--- config.mk ---
export PLATFORM = sky130hd
export DESIGN_NAME = mips_prog_loader
export DESIGN_NICKNAME = d
export VERILOG_FILES = /design/src/rtl/mips_prog_loader.sv
export SDC_FILE = /design/constraint.sdc
export NUM_CORES = 1
export LEC_CHECK = 0
export ABC_AREA = 1
export CORE_AREA = 2 2 96 98
export DETAILED_ROUTE_END_ITERATION = 10
export DIE_AREA = 0 0 98 100
export GPL_ROUTABILITY_DRIVEN = 0
export MAX_ROUTING_LAYER = met4
export PLACE_DENSITY = 0.88
export SKIP_CTS_REPAIR_TIMING = 1
export SYNTH_ARGS = -nofsm -noshare
export SYNTH_HDL_FRONTEND = slang
export SYNTH_SLANG_ARGS = --single-unit
--- constraint.sdc ---
create_clock -name clk -period 3.1 [get_ports clk]
set_input_delay 0.62 -clock clk [delete_from_list [all_inputs] [get_ports clk]]
set_output_delay 0.62 -clock clk [all_outputs]
set_load 0.02 [all_outputs]
--- src/rtl/mips_prog_loader.sv ---
// Program loader and run controller for the 5-stage MIPS pipeline: streams a program into
// instruction memory, releases the core, then waits for PC-past-end or a cycle limit. Option: PROG_CHECKSUM_EN.
module mips_prog_loader #(
    parameter int DATA_W     = 32,
    parameter int ADDR_W     = 5,
    parameter int CNT_W      = 16,
    parameter int MAX_CYCLES = 64
) (
    input  logic              clk,
    input  logic              reset,
    input  logic              start,
    input  logic [ADDR_W:0]   prog_len,
    input  logic              s_valid,
    input  logic [DATA_W-1:0] s_data,
    output logic              s_ready,
    output logic              imem_we,
    output logic [ADDR_W-1:0] imem_addr,
    output logic [DATA_W-1:0] imem_wdata,
    output logic              core_reset,
    input  logic [31:0]       core_pc,
    output logic              busy,
    output logic              done,
    output logic              timeout,
    output logic [CNT_W-1:0]  cycles
`ifdef PROG_CHECKSUM_EN
    ,
    input  logic [DATA_W-1:0] exp_sum,
    output logic              sum_err
`endif
);

    localparam int              DEPTH    = 2 ** ADDR_W;
    localparam logic [ADDR_W:0] DEPTH_L  = (ADDR_W + 1)'(DEPTH);
    localparam logic [CNT_W-1:0] LAST_CYC = CNT_W'(MAX_CYCLES - 1);

    typedef enum logic [2:0] {
        IDLE,
        LOAD,
        RELEASE,
        RUN,
        DONE
    } state_t;

    state_t          state;
    logic [ADDR_W:0] len_q;
    logic [ADDR_W:0] wcount;
    logic [ADDR_W:0] len_next;
    logic [31:0]     pc_limit;
    logic            hs;
    logic            last_word;
    logic            pc_past;

    always_comb begin
        len_next  = (prog_len > DEPTH_L) ? DEPTH_L : prog_len;
        hs        = s_valid && s_ready;
        last_word = ((wcount + (ADDR_W + 1)'(1)) == len_q);
        pc_limit  = 32'({len_q, 2'b00});
        pc_past   = (core_pc >= pc_limit);
    end

`ifdef PROG_CHECKSUM_EN
    logic [DATA_W-1:0] sum_q;
    logic [DATA_W-1:0] sum_next;

    always_comb begin
        sum_next = sum_q + s_data;
    end
`endif

    always_ff @(posedge clk or negedge reset) begin
        if (!reset) begin
            state      <= IDLE;
            len_q      <= '0;
            wcount     <= '0;
            s_ready    <= 1'b0;
            imem_we    <= 1'b0;
            imem_addr  <= '0;
            imem_wdata <= '0;
            core_reset <= 1'b1;
            busy       <= 1'b0;
            done       <= 1'b0;
            timeout    <= 1'b0;
            cycles     <= '0;
`ifdef PROG_CHECKSUM_EN
            sum_q      <= '0;
            sum_err    <= 1'b0;
`endif
        end else begin
            imem_we <= 1'b0;
            case (state)
                IDLE, DONE: begin
                    if (start) begin
                        len_q   <= len_next;
                        wcount  <= '0;
                        done    <= 1'b0;
                        timeout <= 1'b0;
                        cycles  <= '0;
`ifdef PROG_CHECKSUM_EN
                        sum_q   <= '0;
                        sum_err <= 1'b0;
`endif
                        if (len_next == '0) begin
                            state <= DONE;
                            done  <= 1'b1;
                        end else begin
                            state   <= LOAD;
                            s_ready <= 1'b1;
                            busy    <= 1'b1;
                        end
                    end
                end
                LOAD: begin
                    if (hs) begin
                        imem_we    <= 1'b1;
                        imem_addr  <= wcount[ADDR_W-1:0];
                        imem_wdata <= s_data;
                        wcount     <= wcount + (ADDR_W + 1)'(1);
`ifdef PROG_CHECKSUM_EN
                        sum_q      <= sum_next;
`endif
                        if (last_word) begin
                            s_ready <= 1'b0;
`ifdef PROG_CHECKSUM_EN
                            // Sum includes the word being accepted on this edge
                            if (sum_next != exp_sum) begin
                                sum_err <= 1'b1;
                                busy    <= 1'b0;
                                state   <= DONE;
                            end else begin
                                state <= RELEASE;
                            end
`else
                            state <= RELEASE;
`endif
                        end
                    end
                end
                RELEASE: begin
                    cycles     <= '0;
                    core_reset <= 1'b0;
                    state      <= RUN;
                end
                RUN: begin
                    // PC check has priority so a simultaneous limit hit reports done
                    if (pc_past) begin
                        done       <= 1'b1;
                        busy       <= 1'b0;
                        core_reset <= 1'b1;
                        state      <= DONE;
                    end else if (cycles == LAST_CYC) begin
                        timeout    <= 1'b1;
                        busy       <= 1'b0;
                        core_reset <= 1'b1;
                        state      <= DONE;
                    end else begin
                        cycles <= cycles + CNT_W'(1);
                    end
                end
                default: state <= IDLE;
            endcase
        end
    end

endmodule

==> reports/results.tsv <==
metric	value	unit
Seq/Total Area, Yosys	0.4885	
R2R setup slack	0.84	ns
Yosys top cell area share	0.4815	
CP startpoint	core_pc[7]	
cells after synthesis	502	
RSZ-0062 raised after global routing	false	
Reg-to-Reg Start	state[0]$_DFFE_PN0P_	
Logic pwr share	0.458	
Ports	133	
Clk pwr share	0.183	
Nets	716	
global-route usage over all layers	0.2103	
Avg Cell Area, Syn	7.557	um2
Slowest cell on crit path	clkdlybuf4s50_1	
Initial Util	0.4267	
CP top delay family	simple AND/OR/NAND/NOR gates	
Max stage delay on crit path	0.41	ns
final hold violations	0	
maximum resistive drop on vdd	0.0003018	V
final core utilization	0.6087	
clock root buffer	clkbuf_8	
Fin Hold WS	0.3633	ns
count leader, synth	nand2_1	
critical-path cell list	clkdlybuf4s50_1, ha_1, nand2_1, nand2_1, nor2_1, nand2_1, nor2_1, nand2_1, nand2_1, nand3_4, inv_2, nand2_1, nand2_1	
Max Slew Vio Count	0	
Main synth FF type	dfrtp_1	
n_diodes	0	
Syn Nets	584	
pin count of the biggest net entering global routing	45	
RR Endpoint	cycles[5]$_DFFE_PN0P_	
setup TNS	0	ns
min Tclk post-route	2.387	ns
Clk Latency, worst-skew pair	0.34	ns
CTS Sinks	74	
Layout fillers	751	
Die X	98	um
total core area	0.008890	mm2
Metal-1 WL	4167	um
global-route wire length before repair	16690	um
Net Sw Power	1.643	mW
maximum buffer depth of the clock tree	2	
top cells by area, synth	dfrtp_1 48%, nand2_1 22%, nor2_1 4.9%, nand3_1 3.7%, inv_1 3.5%	
Worst Tran Pin Value	0.8034	ns
IO buf count	132	
Tcrit/Tclk final	0.7700	
synth unique cells	34	
crit path capture	cycles[5]$_DFFE_PN0P_	
Maximum Capacitance Violations	0	
switching share of power	0.4008	
Yosys reg bits	74	
num rows	35	
post-DP HPWL	7209	um
Internal Power	2.456	mW
Routed wire per std cell	12.85	um
starting DRC count in detailed routing	164	
Worst Path Buf+Inv	2	
crit path max fanout	23	
slew margin rel.	0.4644	
most used cell, CP	nand2_1	
Critical Path Sink Type	flip-flop	
CTS tree	done	
most area-hungry cell type in the Yosys netlist	dfrtp_1	
Fin Clk Skew	0.01064	ns
CP Depth	13	
final wirelength	9637	um
Worst R2R Path Depth	7	
cell area after layout	0.005411	mm2
Post-DRT Antenna Nets	0	
routed wl met2	4566	um
layout cells sized above 1	0.06103	
Via density	4.968	
cell area power density	757.4	mW/mm2
# H-tree levels	3	
Placed Area	0.005209	mm2
status	finished, final reports clean	
EDFF count, synth	0	
HP Class	in -> async	
CTS Buf Count	9	
top cells by count, synth	222 x nand2_1, 73 x dfrtp_1, 50 x nor2_1	
total congestion overflow	0	
crit start category	primary input	
Critical Path AT	2.65	ns
sequential fraction of design power	0.359	
drt pass-1 iters	5	
DR top layer	met4	
Highest Clock Rate	418.9	MHz
synthesized area	0.003794	mm2
leakage	2.566	nW
clock transition at the registers of the reported paths	0.08	ns
Chip Height	100	um
vias in the first global route	3863	
WS Path Type	in -> reg	
Synth warnings	0	
final setup vio count	0	
WL met3	752	um
ys async rst share	1.000	
initial antenna violation count	0	
die area	0.009800	mm2
DRC violations left	0	
via count	3726	
total power	4.099	mW
area delta synth->final	42.65	%
Data required, critical path	3.37	ns
power by group through the flow:
stage	Sequential, mW	Clock, mW	Combinational [mW]
after floorplan	1.75	0	0.827
after global placement	1.47	0	1.83
after detailed placement	1.49	0	1.89
after CTS	1.47	0.772	1.90
after global routing	1.52	0.809	2.09
final	1.47	0.750	1.88
metrics by stage:
stage,worst slack (ns),instances
detailed placement,0.3988,734
floorplan,1.157,502
CTS,0.7186,750
global route,0.5006,750
finish,0.7129,750
global placement,0.5041,734
flip-flops by register name, indices dropped and copies added (netlist names):
| signal | count |
|---|---|
| s_ready | 1 |
| len_q | 6 |
| wcount | 6 |
| cycles | 16 |
| core_reset | 1 |
| busy | 1 |
| timeout | 1 |
| done | 1 |
| state | 3 |
| imem_addr | 5 |
| imem_wdata | 32 |
| imem_we | 1 |
per-layer routing:
layer  track usage  up-vias
li1              -     1828
met1        0.2537     1705
met2        0.3514      173
met3       0.04526       20
met4       0.07479        0
met5             -        -
worst min path at each step:
stage,start,endpoint,depth (start not counted)
finish,reset,imem_wdata[1]$_DFFE_PN0P_,1
floorplan,reset,busy$_DFFE_PN0P_,0
detailed placement,imem_wdata[10]$_DFFE_PN0P_,imem_wdata[10]$_DFFE_PN0P_,2
CTS,reset,imem_wdata[3]$_DFFE_PN0P_,1
global route,reset,imem_wdata[2]$_DFFE_PN0P_,1
global placement,imem_wdata[3]$_DFFE_PN0P_,imem_wdata[3]$_DFFE_PN0P_,2
final cells by class:
class / count / area, um2 / share of cell area
tap: 111 / 138.9 / 0.02566
inverter: 40 / 150.1 / 0.02775
multi-input combinational: 375 / 1723 / 0.3184
clock inverter: 6 / 65.06 / 0.01202
sequential: 74 / 1853 / 0.3424
timing repair buffer: 134 / 1344 / 0.2483
clock buffer: 10 / 137.6 / 0.02543
placed cells by master, fill, tap and decap left out, types with 2 or more instances in the layout:
cell,netlist,routed
clkbuf_8,0,10
nand4_1,4,4
xnor2_1,3,3
or2_2,2,2
inv_2,3,3
dfrtp_1,73,73
xor2_1,8,8
nor3_1,5,5
o21ai_2,2,2
a21oi_1,6,6
inv_1,35,35
ha_1,8,8
o21ai_1,4,4
clkdlybuf4s50_1,0,131
nor2_2,2,3
nand2_2,2,2
nor2_1,50,49
o21ai_0,16,16
o22ai_1,3,3
nand3_1,28,28
nand2_1,222,222
clkinv_1,2,2
clkinv_2,0,2
kinds of logic (layout without fill, tap and decap cells):
| group | Yosys count | in the layout | synth area share |
|---|---|---|---|
| AOI/OAI and AO/OA | 34 | 34 | 0.05113 |
| xor gates and xnor gates | 11 | 11 | 0.02540 |
| adders and majority gates | 8 | 8 | 0.02639 |
| buffers and inverters | 53 | 190 | 0.05805 |
| DFF | 74 | 74 | 0.4885 |
| and+or+nand+nor | 322 | 322 | 0.3506 |
No activity file was read; power rests on OpenSTA's default activity.
